[config.mk]
export PLATFORM = sky130hd
export DESIGN_NAME = ic_bram_cpu_bus_bridge
export DESIGN_NICKNAME = d
export VERILOG_FILES = /design/src/rtl/ic_bram_cpu_bus_bridge.sv
export SDC_FILE = /design/constraint.sdc
export NUM_CORES = 1
export LEC_CHECK = 0
export BUFFER_PORTS_ARGS = -buffer_cell sky130_fd_sc_hd__buf_2
export CORE_ASPECT_RATIO = 1.25
export CORE_MARGIN = 3
export CORE_UTILIZATION = 49
export CTS_BUF_LIST = sky130_fd_sc_hd__clkbuf_8
export DETAILED_ROUTE_END_ITERATION = 10
export PLACE_DENSITY = 0.89
export SYNTH_ARGS = -nofsm -noshare
export SYNTH_HDL_FRONTEND = slang
export SYNTH_SLANG_ARGS = --single-unit
export TNS_END_PERCENT = 10
[constraint.sdc]
create_clock -name g_clk -period 4.25 [get_ports g_clk]
set_input_delay 0.85 -clock g_clk [delete_from_list [all_inputs] [get_ports g_clk]]
set_output_delay 0.85 -clock g_clk [all_outputs]
set_load 0.01 [all_outputs]
[src/rtl/ic_bram_cpu_bus_bridge.sv]
// BRAM-style master port to CPU request/response bus bridge, one transaction in flight.
// Optional grant-wait timeout enabled by defining IC_BRAM_BUS_BRIDGE_TIMEOUT_EN.
module ic_bram_cpu_bus_bridge #(
  parameter int unsigned TIMEOUT_CYCLES = 255
) (
  input  logic        g_clk,
  input  logic        g_reset,
  input  logic        bram_cen,
  input  logic [31:0] bram_addr,
  input  logic [31:0] bram_wdata,
  input  logic [3:0]  bram_wstrb,
  output logic        bram_stall,
  output logic [31:0] bram_rdata,
  output logic        bram_error,
  input  logic        err_clr,
  output logic        mem_req,
  input  logic        mem_gnt,
  output logic        mem_wen,
  output logic [3:0]  mem_strb,
  output logic [31:0] mem_wdata,
  output logic [31:0] mem_addr,
  input  logic        mem_recv,
  output logic        mem_ack,
  input  logic        mem_error,
  input  logic [31:0] mem_rdata
);

  typedef enum logic [1:0] {IDLE, REQ, RSP, DONE} state_t;

  state_t      state;
  state_t      state_nxt;
  logic [31:0] addr_q;
  logic [31:0] wdata_q;
  logic [3:0]  wstrb_q;
  logic        rsp_take;
  logic        timeout_hit;

  if (TIMEOUT_CYCLES == 0 || TIMEOUT_CYCLES > 65535) begin : g_bad_timeout
    $error("TIMEOUT_CYCLES must be within 1..65535");
  end

  assign rsp_take = (state == RSP) && mem_recv;

`ifdef IC_BRAM_BUS_BRIDGE_TIMEOUT_EN
  logic [15:0] wait_cnt;

  // REQ is only entered from IDLE, so clearing in IDLE clears on every entry.
  assign timeout_hit = (state == REQ) && !mem_gnt &&
                       (wait_cnt == 16'(TIMEOUT_CYCLES - 1));

  always_ff @(posedge g_clk) begin
    if (g_reset) begin
      wait_cnt <= '0;
    end else if (state == IDLE) begin
      wait_cnt <= '0;
    end else if (state == REQ && !mem_gnt) begin
      wait_cnt <= wait_cnt + 16'd1;
    end
  end
`else
  assign timeout_hit = 1'b0;
`endif

  always_ff @(posedge g_clk) begin
    if (g_reset) begin
      state      <= IDLE;
      addr_q     <= '0;
      wdata_q    <= '0;
      wstrb_q    <= '0;
      bram_rdata <= '0;
      bram_error <= 1'b0;
    end else begin
      state <= state_nxt;
      if (state == IDLE && bram_cen) begin
        addr_q  <= bram_addr;
        wdata_q <= bram_wdata;
        wstrb_q <= bram_wstrb;
      end
      if (rsp_take) begin
        bram_rdata <= mem_rdata;
      end else if (timeout_hit) begin
        bram_rdata <= '0;
      end
      // A new error in the same cycle as a clear must not be lost.
      if ((rsp_take && mem_error) || timeout_hit) begin
        bram_error <= 1'b1;
      end else if (err_clr) begin
        bram_error <= 1'b0;
      end
    end
  end

  always_comb begin
    state_nxt = state;
    unique case (state)
      IDLE: if (bram_cen) state_nxt = REQ;
      REQ: begin
        if (mem_gnt) state_nxt = RSP;
        else if (timeout_hit) state_nxt = DONE;
      end
      RSP:  if (mem_recv) state_nxt = DONE;
      DONE: state_nxt = IDLE;
      default: state_nxt = IDLE;
    endcase
  end

  always_comb begin
    mem_req    = (state == REQ);
    mem_ack    = (state == RSP);
    mem_wen    = 1'b0;
    mem_strb   = '0;
    mem_addr   = addr_q;
    mem_wdata  = wdata_q;
    bram_stall = bram_cen && (state != DONE);
    if (state == REQ) begin
      mem_wen  = |wstrb_q;
      mem_strb = wstrb_q;
    end
  end

endmodule

After elaboration in Yosys (flattened, before gate mapping)
Cells that the tools add are included.
{"block": "totals", "wordCells": 29, "inputBits": 107, "out_inout_bits": 105, "reg_bits": 103}
{"block": "op_classes", "mux": 8, "eq_ne": 7, "reduce_logical": 8}
{"op": "2-bit case mux with 4 select lines", "n": 1}
{"op": "2-bit two-way mux", "n": 3}
{"op": "2-bit inequality test (second input constant)", "n": 3}
{"op": "2-bit == test (second input constant)", "n": 2}
{"op": "1-bit logical AND", "n": 4}
{"op": "4-bit two-way mux", "n": 1}
{"op": "4-bit OR reduction", "n": 1}
{"op": "1-bit two-way mux", "n": 3}
{"op": "3-bit AND reduction", "n": 1}
{"op": "2-bit by 1-bit == test with 1-bit output (second input constant)", "n": 1}
{"op": "2-bit zero test", "n": 1}
{"op": "2-bit by 1-bit inequality test with 1-bit output (second input constant)", "n": 1}
{"op": "2-bit nonzero test", "n": 1}

Longest topological paths before layout
{"block": "logic_depth", "ltp_word": 4, "depth_mapped": 8}

Worst setup path before layout
OpenSTA, ideal clock, no wires.
{"block": "synth_timing", "kind": "in2out", "start": "input port bram_cen", "end": "output port bram_stall", "arrival_ps": 1047, "stages": 1, "setup_slack_ps": 2353, "n_path_buf": 0, "path_cell_list": "nor2b_1"}
{"block": "synth_between", "elab_chain_len": 1}
{"element": "start: declaration", "line": "8", "source": "input logic bram_cen,"}
{"element": "1-bit logical AND", "line": "114", "source": "bram_stall = bram_cen && (state != DONE);"}
{"element": "end: declaration", "line": "12", "source": "output logic bram_stall,"}
No other way between the ends.

Final worst setup path
{"block": "layout_timing", "start": "register state[1]", "end": "output port mem_strb[1]"}
{"block": "layout_between", "elab_chain_len": 2}
{"element": "start: declaration", "line": "30", "source": "state_t state;"}
{"element": "start signal: assignment", "line": "73", "source": "state <= state_nxt;"}
{"element": "2-bit by 1-bit == test with 1-bit output", "line": "115", "source": "if (state == REQ) begin"}
{"element": "4-bit two-way mux", "line": "115"}
{"element": "end: declaration", "line": "19", "source": "output logic [3:0] mem_strb,"}
No other way between the ends.

==> qor.tcl <==
set qor(main_combinational_cell_family_by_area_after_synthesis) {simple AND/OR/NAND/NOR gates}
set qor(synth.cells.most_frequent) {203 x nand2_1, 103 x dfxtp_1, 101 x a21oi_1}
set qor(drc) 0
set qor(critical_path.reg2reg.startpoint) {state[0]$_SDFFE_PP0P_}
set qor(drt-vias-per-instance) 4.94
set qor(irDropWorstVdd_mv) 0.795
set qor(initial_util) 0.517
set qor(ios) 212
set qor(synth.yosys.seq_area_share) 0.561
set qor(htreeDepth) 3
set qor(synth-edff-count) 0
set qor(hold_slack_ns) 0.454
set qor(post_synth_xor_area_fraction) 0
set qor(post_synth.cell_area_avg_um2) 7.92
set qor(design.die.area_um2) 8580
set qor(synthCells) 464
set qor(hold_start) {mem_wdata[5]$_SDFFE_PP0P_}
set qor(finalWeightedCongestion) 0.900
set qor(pin_count_of_the_biggest_net_entering_global_routing) 69
set qor(post_route_cells_drive_above_1_share) 0.351
set qor(worstPathCellList) {inv_1 > ha_1 > and2_1 > buf_2}
set qor(max_transition_viols_final) 0
set qor(synth_compound_gate_area_share) 0.150
set qor(synth_area_in_adders) 0.0136
set qor(timing.reg2reg.worst_path_depth) 5
set qor(period_share) 0.543
set qor(synth.ff_latch_count) 103
set qor(grt_overflow_total) 0
set qor(post-synth-top-count-cell) {nand2_1}
set qor(nets) 767
set qor(post_synth_mux_area_share) 0
set qor(detail_route.first_pass.iterations) 5
set qor(core_um2) 7100
set qor(grt_first_pass_wirelength_um) 15400
set qor(groute.layer.met3.usage) 0.0568
set qor(worst_ep_required_time_ns) 3.40
set qor(highest_attainable_clock_frequency_mhz) 434
set qor(grt_util_all_layers) 0.222
set qor(report.final.setup_viol) 0
set qor(max_slew.worst_pin.slew_ns) 1.19
set qor(post-route-cell-area_um2) 4890
set qor(numCtsBuffers) 9
set qor(floorplan.die.width_um) 83.5
set qor(top_usage_layer) {met2}
set qor(critPathKind) {reg -> out}
set qor(totalNegativeSetupSlack_ns) 0
set qor(post_synthesis_cell_area_um2) 3670
set qor(slew-limit-headroom) 0.207
set qor(synth.top_cells.by_area) {dfxtp_1 56%, nand2_1 21%, a21oi_1 14%}
set qor(std_cell_rows) 34
set qor(critical_path_buf_inv_count) 2
set qor(grt_antenna_before_repair) 2
set qor(rsz0062_at_grt) {false}
set qor(detail_route.iter0.violations) 142
set qor(fin_worst_skew_ns) 0.0126
set qor(critical_path_arrival_ns) 1.46
set qor(startpoint_type) {flop}
set qor(count_of_distinct_cell_types_in_the_synthesized_netlist) 18
set qor(synth-main-ff-cell) {dfxtp_1}
set qor(antenna_left) 0
set qor(post_cts_buffers) 0
set qor(clkLatencyLatePin_ns) 0.36
set qor(dr_total_vias) 3715
set qor(max_stage_delay_cell_worst_path) {dfxtp_1}
set qor(cp_top_family) {flip-flops}
set qor(place_hpwl_um) 7390
set qor(instance_area_after_placement_um2) 4700
set qor(clock_tree.buffer_depth) 2
set qor(final_period_minus_worst_setup_slack_ns) 2.31
set qor(synth_area_leader_cell) {dfxtp_1}
set qor(endpoint_kind) {output port}
set qor(async_set_or_reset_flop_fraction_in_the_synthesized_netlist) 0
set qor(die_boundary_height_um) 103
set qor(cts.sinks) 103
set qor(cts_tree) {done}
set qor(holdBufCountCts) 0
set qor(global_route.usage.met2) 0.406
set qor(outcome) {completed}
set qor(timing.hold.worst.class) {reg -> reg}
set qor(input_output_buffers) 211
set qor(yosys.area.top_type_share) 0.561
set qor(grt_use_met1) 0.241
set qor(reg2reg_to) {mem_addr[10]$_SDFFE_PP0P_}
set qor(power-per-cell-area_nw_per_um2) 532
set qor(synth_simple_gate_area_frac) 0.227
set qor(ys.warnings.count) 0
set qor(postCtsResizedCells) 0
set qor(r2r_setup_slk_ns) 2.15
set qor(drv_cap) 0
set qor(worst_setup_hold_path_clk_slew_ns) 0.09
set qor(routed_wire_length_per_instance_um) 13.4
set qor(grt_pass1_vias) 3497
set qor(static-leakage-power_nw) 2.34
set qor(cts.root.buffer_cell) {clkbuf_8}
set qor(hold_path_end) {mem_wdata[5]$_SDFFE_PP0P_}
set qor(detail_route.wirelength_um) 10100
set qor(peak_per_stage_delay_on_the_critical_path_ns) 0.40
set qor(flow.area_growth_from_synthesis_pct) 33.0
set qor(crit_fanout) 7
set qor(hold_critical_path_depth) 2
set qor(synth_fp_nets) 575
set qor(finalHoldViolations) 0
-- layer usage --
metal	wire length (µm)	vias up
met5	13	-
met4	250	2
met3	785	25
met2	5200	150
met1	3840	1670
li1	-	1868
-- metrics by stage --
step	setup WS [ns]	instances	utilization	total power, mW
floorplan	2.35	464	-	1.78
global placement	1.96	735	0.662	2.03
detailed placement	1.93	735	0.662	2.07
CTS	1.92	751	0.688	2.62
global route	1.86	752	0.688	2.77
finish	1.94	752	0.688	2.60
-- cells in the final DEF (no fill, tap or decap) --
cell type	count
clkbuf_8	10
and2_2	1
dfxtp_1	103
nand2_2	1
inv_6	1
a21oi_1	101
ha_1	4
buf_2	211
o41a_1	1
buf_4	3
and2_1	5
nor2_1	1
inv_1	3
clkinv_2	2
o311a_1	1
o31ai_1	1
clkinvlp_4	1
o311ai_0	1
clkinv_4	2
nor2b_1	5
o41ai_1	1
nand2_1	202
diode_2	1
-- cell type report --
class | count | area [µm²]
inverter | 3 | 11.3
tap | 90 | 113
sequential | 103 | 2060
clock buffer | 10 | 138
multi-input combinational | 325 | 1440
timing repair buffer | 214 | 1080
fill | 574 | 2220
antenna | 1 | 2.50
clock inverter | 6 | 43.8
-- logic make-up after synthesis --
| group | Yosys count |
|---|---|
| compound gates | 106 |
| fa+ha+maj | 4 |
| buf+inv | 36 |
| flops | 103 |
| simple gates | 215 |
-- state kept, by name, indices dropped and copies added, names as in the netlist --
name,cells
bram_error,1
bram_rdata,32
mem_addr,32
mem_wdata,32
state,2
wstrb_q,4
-- worst min-delay path, stage by stage, from the launching register on --
cell and delay [ns]:
dfxtp_1 0.32, nand2_1 0.05, a21oi_1 0.05
-- where the power goes --
part	internal [mW]	total, mW	switching [mW]	leakage, nW
sequential	1.14	1.23	0.0901	0.841
combinational	0.302	0.816	0.514	1.41
clock	0.231	0.560	0.329	0.0926
total	1.67	2.60	0.933	2.34
-- worst max path at each step --
stage	from	endpoint	slack (ns)	cells after the start
floorplan	bram_cen	bram_stall	2.35	1
global placement	bram_cen	mem_addr[17]$_SDFFE_PP0P_	1.96	4
detailed placement	bram_cen	mem_addr[17]$_SDFFE_PP0P_	1.93	4
CTS	state[1]$_SDFFE_PP0P_	mem_strb[2]	1.92	4
global route	state[1]$_SDFFE_PP0P_	mem_strb[1]	1.86	4
finish	state[1]$_SDFFE_PP0P_	mem_strb[1]	1.94	4
Note: power is estimated with default switching activity, not from simulation.
